**config.mk**
```make
export PLATFORM = sky130hd
export DESIGN_NAME = prco_alu_stage
export DESIGN_NICKNAME = d
export VERILOG_FILES = /design/src/rtl/prco_alu_stage.sv
export SDC_FILE = /design/constraint.sdc
export NUM_CORES = 1
export LEC_CHECK = 0
export BUFFER_PORTS_ARGS = -buffer_cell sky130_fd_sc_hd__buf_2
export CORE_MARGIN = 1
export CORE_UTILIZATION = 45
export DETAILED_ROUTE_END_ITERATION = 16
export PLACE_DENSITY = 0.73
export REMOVE_ABC_BUFFERS = 1
export SLEW_MARGIN = 20
export SYNTH_ARGS = -nofsm -noshare
export SYNTH_HDL_FRONTEND = slang
export SYNTH_SLANG_ARGS = --single-unit
```
**constraint.sdc**
```tcl
create_clock -name i_clk -period 1.5 [get_ports i_clk]
set_input_delay 0.075 -clock i_clk [delete_from_list [all_inputs] [get_ports i_clk]]
set_output_delay 0.075 -clock i_clk [all_outputs]
set_load 0.01 [all_outputs]
```
**src/rtl/prco_alu_stage.sv**
```systemverilog
// prco_alu_stage: execute stage of the PRCO 16-bit pipelined CPU.
// Computes a registered result from opcode and operands and holds the Z/N/V compare flags.
// Raises a branch request for taken jumps.
// Hands off with a one-cycle strobe to the RAM stage or the write-back stage.
// Optional feature macro: PRCO_ALU_SHIFT_EN enables LSL/LSR (0A/0B); without it they
// behave as undefined opcodes.
module prco_alu_stage (
   input  logic        i_clk,
   input  logic        i_reset,
   input  logic        i_ce,
   input  logic        i_dec_req_ram,
   input  logic [5:0]  i_op,
   input  logic [15:0] i_data,
   input  logic [15:0] i_datb,
   input  logic [15:0] i_imm8,
   input  logic [4:0]  i_simm5,
   output logic [15:0] q_result,
   output logic        q_ce_ram,
   output logic        q_ce_reg,
   output logic        q_should_branch
);

   localparam logic [5:0] OpAdd  = 6'h01;
   localparam logic [5:0] OpSub  = 6'h02;
   localparam logic [5:0] OpAddi = 6'h03;
   localparam logic [5:0] OpSubi = 6'h04;
   localparam logic [5:0] OpMovi = 6'h05;
   localparam logic [5:0] OpMov  = 6'h06;
   localparam logic [5:0] OpAnd  = 6'h07;
   localparam logic [5:0] OpOr   = 6'h08;
   localparam logic [5:0] OpXor  = 6'h09;
`ifdef PRCO_ALU_SHIFT_EN
   localparam logic [5:0] OpLsl  = 6'h0A;
   localparam logic [5:0] OpLsr  = 6'h0B;
`endif
   localparam logic [5:0] OpCmp  = 6'h0C;
   localparam logic [5:0] OpJmp  = 6'h0D;
   localparam logic [5:0] OpJe   = 6'h0E;
   localparam logic [5:0] OpJne  = 6'h0F;
   localparam logic [5:0] OpJg   = 6'h10;
   localparam logic [5:0] OpJl   = 6'h11;
   localparam logic [5:0] OpLw   = 6'h12;
   localparam logic [5:0] OpSw   = 6'h13;
   localparam logic [5:0] OpUart = 6'h14;
   localparam logic [5:0] OpHalt = 6'h3F;

   logic [15:0] r_result;
   logic        r_ce_ram;
   logic        r_ce_reg;
   logic        r_branch;
   logic        r_z;
   logic        r_n;
   logic        r_v;

   logic [15:0] w_result;
   logic        w_take;
   logic [15:0] w_diff;
   logic [15:0] w_simm;
   logic        w_cmp_z;
   logic        w_cmp_n;
   logic        w_cmp_v;

   // Shared Rd-Ra difference feeds both SUB and the CMP flag update.
   assign w_diff  = i_datb - i_data;
   assign w_simm  = {{11{i_simm5[4]}}, i_simm5};
   assign w_cmp_z = (w_diff == 16'h0000);
   assign w_cmp_n = w_diff[15];
   assign w_cmp_v = (i_datb[15] != i_data[15]) && (w_diff[15] != i_datb[15]);

   // Result mux and branch-condition decode.
   always_comb begin
      w_result = 16'h0000;
      w_take   = 1'b0;
      case (i_op)
         OpAdd:  w_result = i_datb + i_data;
         OpSub:  w_result = w_diff;
         OpAddi: w_result = i_datb + i_imm8;
         OpSubi: w_result = i_datb - i_imm8;
         OpMovi: w_result = i_imm8;
         OpMov:  w_result = i_data;
         OpAnd:  w_result = i_datb & i_data;
         OpOr:   w_result = i_datb | i_data;
         OpXor:  w_result = i_datb ^ i_data;
`ifdef PRCO_ALU_SHIFT_EN
         OpLsl:  w_result = i_datb << i_data[3:0];
         OpLsr:  w_result = i_datb >> i_data[3:0];
`endif
         OpCmp:  w_result = i_datb;
         OpJmp: begin
            w_result = i_imm8;
            w_take   = 1'b1;
         end
         OpJe: begin
            w_result = i_imm8;
            w_take   = r_z;
         end
         OpJne: begin
            w_result = i_imm8;
            w_take   = !r_z;
         end
         OpJg: begin
            w_result = i_imm8;
            w_take   = !r_z && (r_n == r_v);
         end
         OpJl: begin
            w_result = i_imm8;
            w_take   = (r_n != r_v);
         end
         OpLw:   w_result = i_data + w_simm;
         OpSw:   w_result = i_data + w_simm;
         OpUart: w_result = i_datb;
         OpHalt: w_result = 16'h0000;
         default: w_result = 16'h0000;
      endcase
   end

   // Compare flags change only on an accepted CMP.
   always_ff @(posedge i_clk or posedge i_reset) begin
      if (i_reset) begin
         r_z <= 1'b0;
         r_n <= 1'b0;
         r_v <= 1'b0;
      end else if (i_ce && (i_op == OpCmp)) begin
         r_z <= w_cmp_z;
         r_n <= w_cmp_n;
         r_v <= w_cmp_v;
      end
   end

   // Result register and one-cycle handoff strobes.
   always_ff @(posedge i_clk or posedge i_reset) begin
      if (i_reset) begin
         r_result <= 16'h0000;
         r_ce_ram <= 1'b0;
         r_ce_reg <= 1'b0;
         r_branch <= 1'b0;
      end else begin
         r_ce_ram <= i_ce & i_dec_req_ram;
         r_ce_reg <= i_ce & ~i_dec_req_ram;
         r_branch <= i_ce & w_take;
         if (i_ce) begin
            r_result <= w_result;
         end
      end
   end

   assign q_result        = r_result;
   assign q_ce_ram        = r_ce_ram;
   assign q_ce_reg        = r_ce_reg;
   assign q_should_branch = r_branch;

endmodule

```
-- Word-level counts from Yosys, hierarchy flattened
Index checks and enable logic that the tools add are counted.
- bits in registers: 22
- logic and storage cells: 51
- reductions and logical operators: 8
- multiplexer cells: 2
- add/subtract/negate cells: 5
- eq/ne operators: 22
- bitwise logic cells: 7
- operators by type and width (cell ; count):
    $pmux W16 S11 ; 1
    $add A16 B16 Y16 ; 3
    $eq A6 B4 Y1 const B ; 6
    $sub A16 B16 Y16 ; 2
    $eq A6 B5 Y1 const B ; 5
    $eq A6 B3 Y1 const B ; 4
    $and A16 B16 Y16 ; 1
    $logic_not A16 Y1 ; 1
    $or A16 B16 Y16 ; 1
    $xor A16 B16 Y16 ; 1
    $eq A6 B2 Y1 const B ; 2
    $eq A6 B1 Y1 const B ; 1
    $reduce_or A6 Y1 ; 1
    $pmux W1 S5 ; 1
    $reduce_or A2 Y1 ; 2
    $and A1 B1 Y1 ; 3
    $logic_and A1 B1 Y1 ; 3
    $ne A1 B1 Y1 ; 3
    $eq A1 B1 Y1 ; 1
    $logic_not A1 Y1 ; 1
    $not A1 Y1 ; 1

-- Longest topological paths before layout
- word-level depth: 4
- gate-level depth with buffers: 15
- gate-level depth less buffers: 15

-- Least setup slack after synthesis
OpenSTA, ideal clock, no wires.
- kind: input to register
- start point: input i_op[0]
- end point: register r_result[14] (netlist: q_result[14])
- setup time: 0.087 ns
- arrival time: 3.332 ns
- stages: 14
- path slack: -1.919 ns
- data required time: 1.413 ns
- cell sequence: buf_2 > or3b_2 > or2_1 > clkbuf_1 > mux2i_1 > fa_1 > a21o_1 > a21o_1 > a2111oi_2 > o211ai_1 > a41oi_1 > xnor2_1 > nand2_1 > a22oi_1
- longest elaborated chain between the ends: 3
- elaborated cells on any way between the ends: 22
- those cells by class: eq/ne (18); mux (1); reduce/logical (3)
- RTL lines (what ; RTL line ; text):
    from (decl) ; 12 ; input logic [5:0] i_op,
    $eq A6 B5 Y1 (tied with other cells) ; 74 ; case (i_op)
    $reduce_or A6 Y1 (no source line) / $reduce_or A2 Y1 (equally long branches) ; - ;
    $pmux W16 S11 (*) ; 74 ;
    to (signal assigned) ; 142 ; r_result <= w_result;
    to (decl) ; 47 ; logic [15:0] r_result;
Every way passes the cells marked *; elsewhere a longest branch is shown, timed or not.
A chain may end at the register's enable or synchronous reset.

-- Final worst setup path
- start point: input i_op[5]
- end point: register r_result[13] (netlist: q_result[13])
The elaborated chain is that of the path after synthesis.

==> run_results.csv <==
group,metric,value,unit
outcome,status,"finished with violations",
outcome,violations,"negative setup slack",
timing,slew_headroom,40.8,%
floorplanning,die_area,11900,µm²
timing,min_period,2980,ps
floorplanning,start_util,46.9,%
hold_path,hold_start,"i_imm8[15]",
detailed_routing,routed_wl,24800,µm
synthesis,yosys_warnings,0,
power_and_ir_drop,p_switching,1.93,mW
setup_path,crit_path_end_kind,"flop",
clock_tree,htreeDepth,1,
timing,holdWs,246,ps
detailed_routing,via_per_inst,6.09,
setup_path,crit_type,"in -> reg",
timing,finClkSkew,1.53,ps
flow_run,maxCapViolCount,0,
timing,rsz0062_at_grt,"true",
floorplanning,rows,38,
detailed_routing,avgRoutedWirePerCell,21.5,µm
power_and_ir_drop,seqPwrFrac,14.6,%
hold_path,min_to,"q_result[15]",
setup_path,r2r_end,"q_result[14]",
power_and_ir_drop,clkPwrFrac,18.8,%
floorplanning,die_y,109,µm
clock_tree,cts-root-buf,"clkbuf_16",
floorplanning,ios,82,
final_layout,largest_register_ffs,16,
timing,setup_viol_count_final,19,
clock_tree,clock_path_buffers,2,
global_route,grt-ovfl-total,0,
setup_path,rr_worst_depth,6,
setup_path,crit_chain,"buf_8 -> buf_6 -> or3_4 -> or2_4 -> buf_6 -> o31ai_4 -> xor2_1 -> ha_1 -> a2111oi_4 -> nand3_2 -> a211oi_4 -> nor2_1 -> xor2_1 -> a221oi_2 -> o2bb2ai_1",
placement,port_buffers,81,
placement,dp_slack,-1900,ps
setup_path,startpoint_type,"primary input",
clock_tree,clk_pin_slew,80,ps
clock_tree,clkSinkCount,22,
detailed_routing,drtPass1Iterations,8,
detailed_routing,drc,0,
timing,layout_worst_path_cycle_share,199,%
final_layout,design_area,8690,µm²
timing,fmax,335,MHz
timing,worstMarginPinSlew,880,ps
synthesis,syn_area,5150,µm²
clock_tree,cts_tree,"done",
hold_path,holdPathStages,3,
setup_path,r2r-start,"q_result[14]",
clock_tree,clkLatencyLatePin,280,ps
power_and_ir_drop,switching_share,41.8,%
final_layout,postLayoutCoreUtil,79.2,%
power_and_ir_drop,power_frac_comb,66.6,%
placement,hpwlAfterDp,18000,µm
clock_tree,tritoncts.num_buffers,3,
setup_path,slowest_delay,420,ps
detailed_routing,vias,7012,
synthesis,yosys_most_used_dff,"dfrtp_1",
final_layout,fin_nets,1160,
synthesis,synth-seq-cells,22,
final_layout,drive_gt1_share,47.5,%
setup_path,cp.required,1670,ps
setup_path,cp_max_fo,6,
global_route,grt_max_degree,23,
power_and_ir_drop,ir_drop,0.455,mV
synthesis,synthCells,671,
final_layout,final_common_cell,"buf_4",
global_route,antenna_found_initial,0,
timing,finalHoldViolCount,0,
global_route,track_usage,42.3,%
timing,drv_slew,0,
setup_path,arrival,3150,ps
placement,place.gp.congestion,0.992,
synthesis,avgSynthCellArea,7.68,µm²
placement,placed_cell_area,7490,µm²
synthesis,synth_edf_count,0,
power_and_ir_drop,internal_power,2.68,mW
power_and_ir_drop,power.density,530,nW/µm²
power_and_ir_drop,leakage,4.24,nW
setup_path,slowest_stage,"a2111oi_4",
synthesis,yosysSeqAreaShare,10.7,%
synthesis,synthArstFlopShare,100,%
synthesis,ys_types,80,
setup_path,rrSetupSlack,-60,ps
detailed_routing,ant_nets,0,
detailed_routing,drt_iter0_drc,734,
final_layout,syn2layout_area_growth,68.7,%
final_layout,antennaDiodeCount,0,
timing,setup_slack,-1480,ps
global_route,grt_pass1_wl,37800,µm
global_route,grt_pass1_vias,7082,
hold_path,hp-class,"in -> reg",
floorplanning,core_area,11000,µm²
final_layout,mostFrequentLayoutCells,"buf_4, buf_2, ha_1",
floorplanning,die_x,109,µm
## timing repair
action	in CTS	in global routing
resized for setup	131	31
setup buffers	25	10
endpoints found under the setup margin	19	19
hold buffers	2	0
cloned	1	0
hold endpoints to repair	23	0
pin swaps	59	41
## power by group through the flow
stage | logic [mW] | clock network (mW) | registers [mW]
after detailed placement | 2.48 | 0 | 0.682
after global placement | 2.42 | 0 | 0.682
final | 3.07 | 0.865 | 0.673
after CTS | 2.84 | 0.844 | 0.672
after floorplan | 1.24 | 0 | 0.700
after global routing | 3.27 | 0.868 | 0.679
## worst max-delay path, delay by kind of cell
family                   cells  cell delay, ps
AND/OR/NAND/NOR              4             920
adder cells (fa/ha/maj)      1             310
buffers and inverters        3             350
XOR/XNOR                     2             380
AO/OA/AOI/OAI                5            1100
## how the worst max path moves through the flow
stage                   endpoint  slack, ps  cells after the start  startpoint
finish              q_result[13]      -1480                     15     i_op[5]
global route        q_result[13]      -1590                     15     i_op[5]
CTS                 q_result[11]      -1390                     15     i_op[5]
detailed placement  q_result[13]      -1900                     16     i_op[3]
global placement    q_result[13]      -1860                     16     i_op[3]
floorplan           q_result[14]      -1690                     12     i_op[0]
## synthesized netlist by cell type, types with 3 or more instances
master | count | area, µm²
ha_1 | 81 | 1010
clkbuf_1 | 14 | 52.6
buf_2 | 8 | 40.0
o22ai_1 | 12 | 75.1
o31ai_1 | 8 | 60.1
nor2b_1 | 4 | 25.0
nor3_1 | 14 | 70.1
inv_1 | 53 | 199
and3_1 | 6 | 37.5
o41ai_1 | 3 | 26.3
nand4_1 | 5 | 31.3
nor4_1 | 4 | 25.0
xor2_1 | 20 | 175
a221o_1 | 4 | 40.0
dfrtp_1 | 22 | 551
mux2i_1 | 6 | 60.1
nand3_1 | 15 | 75.1
a31oi_1 | 6 | 37.5
o221ai_1 | 5 | 43.8
o21ai_0 | 22 | 110
a41oi_1 | 5 | 43.8
o21a_1 | 8 | 60.1
or4_1 | 3 | 22.5
a32oi_1 | 4 | 35.0
o211ai_1 | 6 | 45.0
fa_1 | 3 | 60.1
a2111oi_0 | 3 | 26.3
nand2_1 | 47 | 176
a211oi_1 | 8 | 60.1
nor2_1 | 61 | 229
a21o_1 | 25 | 188
a22oi_1 | 3 | 22.5
or3_1 | 10 | 62.6
nand2b_1 | 11 | 68.8
xnor2_1 | 36 | 315
mux2_2 | 5 | 56.3
a222oi_1 | 8 | 80.1
a221oi_1 | 17 | 149
a21oi_1 | 42 | 210
## layer usage
layer	track usage (%)	part of all wire, %	wire length (µm)
met2	68.6	46	11300
met3	8.43	9.9	2450
met1	53.8	40	9990
met4	18.9	4.2	1030
met5	0	0.056	14
## per-stage QoR
stage	setup TNS, ps	power (mW)	instances
detailed placement	-27660	3.16	1116
finish	-19600	4.61	1152
floorplan	-20750	1.94	644
global route	-21520	4.81	1152
global placement	-26260	3.10	1116
CTS	-18530	4.36	1145
## final cells by class
cell class / instances / area [µm²]
sequential: 22 / 551
inverter: 54 / 208
fill: 759 / 2290
tap: 140 / 175
multi-input combinational: 568 / 4950
timing repair buffer: 364 / 2710
clock buffer: 3 / 75.1
clock inverter: 1 / 30.0
## cell families (layout without fill, tap and decap cells)
group | after synthesis | after routing | share of synthesized area (%)
AO/OA/AOI/OAI | 217 | 217 | 31.4
adder cells (fa/ha/maj) | 84 | 84 | 20.8
buffers and inverters | 81 | 422 | 6.38
XOR/XNOR | 56 | 56 | 9.52
multiplexers | 11 | 11 | 2.26
AND/OR/NAND/NOR | 200 | 200 | 19.0
flip-flops | 22 | 22 | 10.7
(Power assumes the default switching activity.)
